<file path="src/rtl/apb_mem_slave_if.sv">
// APB bus bundle between the master and apb_mem_slave.
// PSTRB exists only when APB_SLV_PSTRB_EN is defined.
interface apb_mem_slave_if;
  logic        PSEL;
  logic        PENABLE;
  logic        PWRITE;
  logic [31:0] PADDR;
  logic [31:0] PWDATA;
`ifdef APB_SLV_PSTRB_EN
  logic [3:0]  PSTRB;
`endif
  logic        PREADY;
  logic [31:0] PRDATA;
  logic        PSLVERR;

  modport master (
`ifdef APB_SLV_PSTRB_EN
    output PSTRB,
`endif
    output PSEL, PENABLE, PWRITE, PADDR, PWDATA,
    input  PREADY, PRDATA, PSLVERR
  );

  modport slave (
`ifdef APB_SLV_PSTRB_EN
    input  PSTRB,
`endif
    input  PSEL, PENABLE, PWRITE, PADDR, PWDATA,
    output PREADY, PRDATA, PSLVERR
  );
endinterface

</file>
<file path="src/rtl/apb_mem_slave.sv">
// APB completer backed by a DEPTH x 32-bit word memory with WAIT_CYCLES stalls per access.
// Define APB_SLV_PSTRB_EN to enable byte-lane write strobes (PSTRB).
module apb_mem_slave #(
  parameter int unsigned DEPTH       = 16,
  parameter int unsigned WAIT_CYCLES = 2,
  parameter logic [31:0] BASE_ADDR   = 32'h0000_0000
) (
  input logic            PCLK,
  input logic            PRESET,
  apb_mem_slave_if.slave apb
);
  localparam int unsigned AW = (DEPTH > 1) ? $clog2(DEPTH) : 1;

  typedef enum logic {IDLE, ACCESS} state_t;

  state_t        r_state;
  logic [3:0]    r_cnt;
  logic          r_err;
  logic          r_write;
  logic [AW-1:0] r_idx;
  logic [31:0]   r_wdata;
  logic [3:0]    r_be;
  logic [31:0]   r_rdata;
  logic [31:0]   r_mem [DEPTH];

  logic [31:0]   w_off;
  logic [AW-1:0] w_idx;
  logic [3:0]    w_be;
  logic          w_err;
  logic          w_pready;
  logic          w_commit;

  // Range check on the offset: once PADDR >= BASE_ADDR the subtraction cannot wrap.
  assign w_off = apb.PADDR - BASE_ADDR;
  assign w_idx = w_off[AW+1:2];

`ifdef APB_SLV_PSTRB_EN
  assign w_be  = apb.PSTRB;
  assign w_err = (w_off[1:0] != 2'b00) || (apb.PADDR < BASE_ADDR) ||
                 (w_off >= 32'(DEPTH * 4)) || (!apb.PWRITE && (apb.PSTRB != 4'b0000));
`else
  assign w_be  = 4'hF;
  assign w_err = (w_off[1:0] != 2'b00) || (apb.PADDR < BASE_ADDR) ||
                 (w_off >= 32'(DEPTH * 4));
`endif

  assign w_pready = (r_state == ACCESS) && apb.PSEL && apb.PENABLE && (r_cnt == 4'd0);
  assign w_commit = w_pready && r_write && !r_err && !PRESET;

  assign apb.PREADY  = w_pready;
  assign apb.PSLVERR = w_pready && r_err;
  assign apb.PRDATA  = r_rdata;

  always_ff @(posedge PCLK) begin
    if (PRESET) begin
      r_state <= IDLE;
      r_cnt   <= 4'd0;
      r_err   <= 1'b0;
      r_rdata <= 32'h0;
    end else begin
      case (r_state)
        IDLE: begin
          if (apb.PSEL && !apb.PENABLE) begin
            r_state <= ACCESS;
            r_cnt   <= 4'(WAIT_CYCLES);
            r_err   <= w_err;
            r_write <= apb.PWRITE;
            r_idx   <= w_idx;
            r_wdata <= apb.PWDATA;
            r_be    <= w_be;
            if (!apb.PWRITE) begin
              r_rdata <= w_err ? 32'h0 : r_mem[w_idx];
            end
          end
        end
        ACCESS: begin
          if (!apb.PSEL) begin
            r_state <= IDLE;
          end else if (apb.PENABLE) begin
            if (r_cnt != 4'd0) begin
              r_cnt <= r_cnt - 4'd1;
            end else begin
              r_state <= IDLE;
            end
          end
        end
        default: r_state <= IDLE;
      endcase
    end
  end

  // Memory is deliberately outside reset so it maps onto block RAM with byte enables.
  always_ff @(posedge PCLK) begin
    if (w_commit) begin
      for (int b = 0; b < 4; b++) begin
        if (r_be[b]) begin
          r_mem[r_idx][8*b +: 8] <= r_wdata[8*b +: 8];
        end
      end
    end
  end
endmodule
</file>
<file path="src/flat_wrapper.sv">
// flat-port wrapper written by rule: the top's interface ports become plain ports
module apb_mem_slave_flat 
#(
  parameter int unsigned DEPTH       = 16,
  parameter int unsigned WAIT_CYCLES = 2,
  parameter logic [31:0] BASE_ADDR   = 32'h0000_0000
)
  (PCLK, PRESET, apb_PSEL, apb_PENABLE, apb_PWRITE, apb_PADDR, apb_PWDATA, apb_PREADY, apb_PRDATA, apb_PSLVERR);
  apb_mem_slave_if apb_i ();
  input logic PCLK;
  input logic PRESET;
  input wire logic [$bits(apb_i.PSEL)-1:0] apb_PSEL;
  input wire logic [$bits(apb_i.PENABLE)-1:0] apb_PENABLE;
  input wire logic [$bits(apb_i.PWRITE)-1:0] apb_PWRITE;
  input wire logic [$bits(apb_i.PADDR)-1:0] apb_PADDR;
  input wire logic [$bits(apb_i.PWDATA)-1:0] apb_PWDATA;
  output wire logic [$bits(apb_i.PREADY)-1:0] apb_PREADY;
  output wire logic [$bits(apb_i.PRDATA)-1:0] apb_PRDATA;
  output wire logic [$bits(apb_i.PSLVERR)-1:0] apb_PSLVERR;
  assign apb_i.PSEL = apb_PSEL;
  assign apb_i.PENABLE = apb_PENABLE;
  assign apb_i.PWRITE = apb_PWRITE;
  assign apb_i.PADDR = apb_PADDR;
  assign apb_i.PWDATA = apb_PWDATA;
  assign apb_PREADY = apb_i.PREADY;
  assign apb_PRDATA = apb_i.PRDATA;
  assign apb_PSLVERR = apb_i.PSLVERR;
  apb_mem_slave #(.DEPTH(DEPTH), .WAIT_CYCLES(WAIT_CYCLES), .BASE_ADDR(BASE_ADDR)) u_core (.PCLK(PCLK), .PRESET(PRESET), .apb(apb_i));
endmodule
</file>
<file path="config.mk">
export PLATFORM = sky130hd
export DESIGN_NAME = apb_mem_slave_flat
export DESIGN_NICKNAME = d
export VERILOG_FILES = /design/src/rtl/apb_mem_slave_if.sv /design/src/rtl/apb_mem_slave.sv /design/src/flat_wrapper.sv
export SDC_FILE = /design/constraint.sdc
export NUM_CORES = 1
export LEC_CHECK = 0
export CORE_MARGIN = 2
export CORE_UTILIZATION = 40
export CTS_BUF_LIST = sky130_fd_sc_hd__clkbuf_4
export CTS_CLUSTER_SIZE = 12
export DETAILED_ROUTE_END_ITERATION = 10
export GPL_TIMING_DRIVEN = 0
export PLACE_DENSITY_LB_ADDON = 0.12
export REMOVE_ABC_BUFFERS = 1
export SETUP_SLACK_MARGIN = 0.2
export SYNTH_ARGS = -nofsm -noshare
export SYNTH_HDL_FRONTEND = slang
export SYNTH_SLANG_ARGS = --single-unit
</file>
<file path="constraint.sdc">
create_clock -name PCLK -period 4.6 [get_ports PCLK]
set_clock_uncertainty 0.05 [all_clocks]
set_input_delay 0.46 -clock PCLK [delete_from_list [all_inputs] [get_ports PCLK]]
set_output_delay 0.46 -clock PCLK [all_outputs]
set_load 0.005 [all_outputs]
</file>
==> results.md, run 1 <==
- Outcome: finished clean
- FF-to-FF End: u_core.r_mem[8][18]
- Max-cap violations: 0
- Total power draw: 0.0108 W
- Post-synth EDFFs: 549
- Area grow syn2layout: 22.0%
- Clock Latency Late Sink: 950 ps
- Residual DRC: 0
- Ys async rst share: 0%
- Worst setup SP type: flop
- CTS Root Cell: clkbuf_4
- Die footprint: 57600 um2
- Most common cell after layout, fill and taps aside: edfxtp_1
- Top_reg_cell synth: edfxtp_1
- Final hold vios: 0
- IO Port Bufs: 102
- Post-Synthesis Cells: 1142
- Peak supply drop: 0.206 mV
- Initial antenna violation count: 1
- Synth Register Bits: 587
- Vias in the first global route: between 10000 and 15000
- Yosys cell types: 42
- F_max: between 200 and 300 MHz
- Fin Setup TNS: 0 ps
- Num ports: 103
- Total vias in the final route: 11900
- Leakage: a little over 9 nW
- Worst Tran Pin Value: approximately 950 ps
- WS Path Type: flop to flop
- Seq/Total Area, Yosys: 77.4%
- CTS tree: yes
- Total grt overflow: 0
- Starting Density: 40.5%
- Share of cells above drive strength 1: between 20% and 30%
- Final setup fails: 0
- Cell area after synthesis: approximately 22000 um2
- Cell Rows: 86
- Global-route usage over all layers: 19.4%
- Setup Fix Bufs, Post-CTS: 0
- Critical Path Start: u_core.r_cnt[0]
- Die H: 240 um
- TritonCTS Buffers: 157
- Vias per cell: about 5.2
- Clock Tree Buf Depth: 3
- Final non-filler cell area: 27200 um2
- DP Area: 24900 um2
- Commonest cells after routing, fill and taps aside: 549 x edfxtp_1, 249 x clkbuf_4, 128 x mux2i_1, 98 x clkdlybuf4s50_1, 66 x nor2_1
- Routed Antenna Nets: 0
- Routability Congestion: ~0.67
- WHS Path Cells: 1
- Pwr/cell area: 397 nW/um2
- Worst path required time: just over 5000 ps
- Fin crit share: 78.3%
- Hold crit path type: primary input to flop
- Final WL: roughly 54000 um
- Post-DP HPWL: 30000 um
- Clock transition at path regs: around 70 ps
- First-pass GRT wire length: slightly below 80000 um
- Final Max Tran Viols: 0
- RSZ-0062 raised after global routing: false
- Core Area: 55100 um2
- Reg-to-reg startpoint: u_core.r_cnt[0]
- Rel. slew slack: 36.3%
- Critical Path AT: about 4200 ps
- Post-CTS Resized: 0
- Reg2Reg Depth: 9
- Fin nets: 1487
- Chip Width: between 200 and 250 um
- Reg2Reg Setup Slack: approximately 1000 ps
- 1st-pass router iterations: 5
- DRT iter0 DRCs: 873
- Yosys warns: 0
- WL/cell: ~24 um
- Worst setup endpoint: u_core.r_mem[8][18]
- Synth Area per Inst: between 15 and 20 um2
- Post-route minimum period: 3600 ps
- Crit path max fanout: 8
- Hold buffer count at cts: 33
- CP endpoint kind: flop
- Clock net sink count: 587
- Largest net degree at the start of global routing: 79
- Htree depth: 4
## cells in the mapped netlist (4+ instances only)
library cell | number | area share [%]
nand2b_1 | 6 | 0.17
o31ai_1 | 32 | 1.1
nor4_1 | 9 | 0.25
buf_2 | 21 | 0.47
dfxtp_1 | 38 | 3.4
buf_4 | 6 | 0.20
a2111oi_2 | 23 | 1.5
a22oi_1 | 4 | 0.13
o221ai_1 | 30 | 1.2
mux4_2 | 64 | 6.5
mux2i_1 | 128 | 5.7
edfxtp_1 | 549 | 74
nor2_1 | 78 | 1.3
nand2_1 | 36 | 0.61
clkbuf_1 | 24 | 0.40
a2111oi_1 | 4 | 0.18
nor3_1 | 8 | 0.18
a21oi_1 | 33 | 0.74
buf_6 | 11 | 0.56
## metal layers
| metal | share of wire (%) | global-route usage (%) | up-vias | wire length (um) |
|---|---|---|---|---|
| li1 | - | - | 5330 | - |
| met1 | 46 | 26.6 | 6200 | 24600 |
| met2 | 47 | 30.0 | 340 | 25500 |
| met3 | 5.4 | 5.06 | 72 | 2890 |
| met4 | 1.6 | 7.11 | 0 | 848 |
| met5 | 0 | 0 | - | 0 |
## worst min-delay path by stage
stage,start,end,slack (ps)
after floorplan,u_core.apb.PRDATA[0],u_core.apb.PRDATA[0],400
after global placement,u_core.apb.PRDATA[11],u_core.apb.PRDATA[11],390
after detailed placement,u_core.apb.PRDATA[16],u_core.apb.PRDATA[16],400
after CTS,apb_PWDATA[13],u_core.r_wdata[13],0.2
after global routing,apb_PWDATA[13],u_core.r_wdata[13],20
final,apb_PWDATA[13],u_core.r_wdata[13],110
## registers in the layout (all words and copies together) (netlist names)
register	count
u_core.r_wdata	32
u_core.apb.PRDATA	32
u_core.r_err	1
u_core.r_idx	4
u_core.r_mem	512
u_core.r_write	1
u_core.r_cnt	4
u_core.r_state	1
## cell type report
type	instances	area, um2
diodes	1	2.50
inverters	3	11.3
clock inverters	34	135
fillers	4757	27900
clock buffers	249	1870
repair buffers	182	2240
well taps	748	936
multi-input cells	486	4750
flip-flops and latches	587	17200
## per-stage QoR
stage	hold WS (ps)	utilization (%)	setup slack, ps	cells
after floorplan	399	-	454	1076
after global placement	389	43.3	-8390	1926
after detailed placement	398	45.1	706	1973
after CTS	0.225	49.4	1010	2289
after global routing	24.1	49.4	786	2290
final	110	49.4	1000	2290
## worst max-delay path: stages (launching register included)
cell and delay, ps:
dfxtp_1 320, inv_1 90, ha_1 170, or3b_1 480, nor4_1 460, nand2b_1 340, nor3_2 780, buf_6 260
buf_6 190, buf_6 150
## power by group
part	leakage, nW	switching, W	internal (W)
combinational	2.61	0.000225	0.000212
sequential	5.25	0.0000317	0.00580
clock	1.23	0.00208	0.00245
## cells by family after synthesis
group	count (synthesis)	synth area share, %
AOI/OAI and AO/OA	134	5.15
buffers and inverters	69	1.90
adders and majority gates	1	0.0561
xor gates and xnor gates	2	0.0786
and+or+nand+nor	155	3.11
muxes	194	12.3
DFF	587	77.4
No activity file was read; power rests on OpenSTA's default activity.
==> run 2, diff against run 1 <==
- clock period: 4.6 -> 3.1 ns (I/O delays scaled with it)
==> run 2 against run 1 <==
Sequential share of layout area down 0.92 points. Clock-buffer cell count unchanged. Global-route usage up 0.19 points. Via count up 0.44%. Critical path depth up 1. Final cell count up 1.6%. Combinational power up 51%. Maximum frequency up 29%. Clock power up 48%. Worst setup slack worse by 700 ps. Register-to-register slack worse by 700 ps. Worst hold slack better by 53 ps. Critical path type unchanged. Critical endpoint unchanged. Highest routed layer unchanged.
==> results.md, run 2 (synthesis results as in run 1) <==
- Final Util: 50.1%
- Htree depth: 4
- F_max: between 300 and 400 MHz
- Vias per cell: 5.16
- RSZ-0062 raised after global routing: true
- Final non-filler cell area: approximately 28000 um2
- CTS Root Cell: clkbuf_4
- Post-DP HPWL: approximately 30000 um
- Die footprint: 57600 um2
- Clock Latency Late Sink: 950 ps
- Initial antenna violation count: 1
- Clock net sink count: 587
- FF-to-FF End: u_core.r_mem[8][18]
- Most common cell after layout, fill and taps aside: edfxtp_1
- Rel. slew slack: 44.6%
- 1st-pass router iterations: 7
- Clock Tree Buf Depth: 3
- Worst Tran Pin Value: between 800 and 900 ps
- Starting Density: between 40% and 50%
- Routability Congestion: 0.669
- Chip Width: ~240 um
- Outcome: finished clean
- Reg-to-reg startpoint: u_core.r_cnt[0]
- Largest register FFs: 512
- Max-cap violations: 0
- WHS Path Cells: 5
- Residual DRC: 0
- Commonest cells after routing, fill and taps aside: 549 x edfxtp_1, 249 x clkbuf_4, 128 x mux2i_1, 96 x clkdlybuf4s50_1, 65 x nor2_1
- First-pass GRT wire length: 80000 um
- Hold crit path type: primary input to flop
- Leakage: 9.30 nW
- DP Area: 24900 um2
- CTS tree: yes
- Reg2Reg Depth: 10
- DRT iter0 DRCs: 969
- CP endpoint kind: flop
- Global-route usage over all layers: just under 20%
- Post-route minimum period: about 2800 ps
- Critical hold path startpoint: apb_PADDR[2]
- Num ports: 103
- Reg2Reg Setup Slack: 300 ps
- Cell Rows: 86
- Final hold vios: 0
- IO Port Bufs: 102
- WL/cell: 23.4 um
- Clock transition at path regs: 70 ps
- Worst setup SP type: flop
- Total grt overflow: 0
- Die H: 240 um
- WS Path Type: flop to flop
- Share of cells above drive strength 1: 29.1%
- Critical Path AT: approximately 3400 ps
- TritonCTS Buffers: approximately 160
- Worst path required time: roughly 3700 ps
- Core Area: about 55000 um2
- Area grow syn2layout: 23.8%
- WHS Endpoint: u_core.apb.PRDATA[18]
- Routed Antenna Nets: 0
- Pwr/cell area: 581 nW/um2
- Final setup fails: 0
- Fin crit share: 90.2%
- Largest net degree at the start of global routing: 79
- Peak supply drop: 0.308 mV
- Total vias in the final route: approximately 12000
- Crit path max fanout: 8
- Top reg by flops: u_core.r_mem
- Vias in the first global route: roughly 13000
- Final Max Tran Viols: 0
- Fin nets: about 1500
- Final WL: 54500 um
[run 2: cell types whose count changed in the layout (fill, tap and decap cells not counted), sizes merged]
cell           delta
dlygate4sd3       +7
buf              +29
dlygate4sd2       +1
clkdlybuf4s50     -2
clkbuf            +1
[run 2: timing repair]
action                                 CTS  global route
gates resized for setup                 12             4
pin swaps                               12             4
endpoints found under the hold margin   55             0
hold buffers                            40             0
setup endpoints to repair              480           117
setup buffers                           23             6
[run 2: layer usage]
metal	share of wire [%]	up-vias	global-route usage (%)
li1	-	5399	-
met1	46	6192	26.9
met2	48	339	30.2
met3	5.2	65	5.18
met4	1.5	0	7.23
met5	0	-	0
[run 2: power by group]
part | switching (W) | leakage [nW] | total (W) | internal, W
Clock | 0.00308 | 1.23 | 0.00671 | 0.00363
Sequential | 0.0000488 | 5.25 | 0.00866 | 0.00861
Combinational | 0.000338 | 2.83 | 0.000662 | 0.000325
[run 2: worst max-delay path, stage by stage, from the launching register on]
cell	delay, ps
dfxtp_1	320
inv_2	70
ha_1	160
or3b_4	430
nor4_2	360
nand2b_1	90
buf_4	190
nor3_4	270
buf_6	200
buf_6	190
buf_6	150
[run 2: stage by stage]
stage | std cells | total power [W] | hold slack, ps | setup slack (ps) | setup TNS (ps)
4_1_cts | 2319 | 0.0163 | 34.2 | 216 | 0
5_1_grt | 2326 | 0.0168 | 134 | 173 | 0
6_report | 2326 | 0.0160 | 163 | 304 | 0
3_3_place_gp | 1926 | 0.00960 | 389 | -9740 | -1970110
2_1_floorplan | 1076 | 0.00908 | 332 | -1050 | -198900
3_5_place_dp | 1973 | 0.00946 | 398 | -644 | -126600
[run 2: how the worst max path moves through the flow]
| stage | from | end | slack (ps) | depth (start not counted) |
|---|---|---|---|---|
| detailed placement | apb_PSEL | u_core.apb.PRDATA[4] | -640 | 7 |
| global placement | apb_PADDR[2] | u_core.apb.PRDATA[12] | -9740 | 4 |
| floorplan | u_core.r_cnt[0] | u_core.r_mem[8][0] | -1050 | 6 |
| finish | u_core.r_cnt[0] | u_core.r_mem[8][18] | 300 | 10 |
| global route | u_core.r_cnt[0] | u_core.r_mem[8][18] | 170 | 10 |
| CTS | u_core.r_cnt[0] | u_core.r_mem[1][14] | 220 | 8 |
[run 2: area by class of cell]
cell class              count  area [um2]
diodes                      1        2.50
clock buffers             249        1870
clock inverters            34         135
fillers                  4718       27500
inverters                   3        11.3
multi-input cells         486        4810
flip-flops and latches    587       17200
well taps                 748         936
repair buffers            218        2590
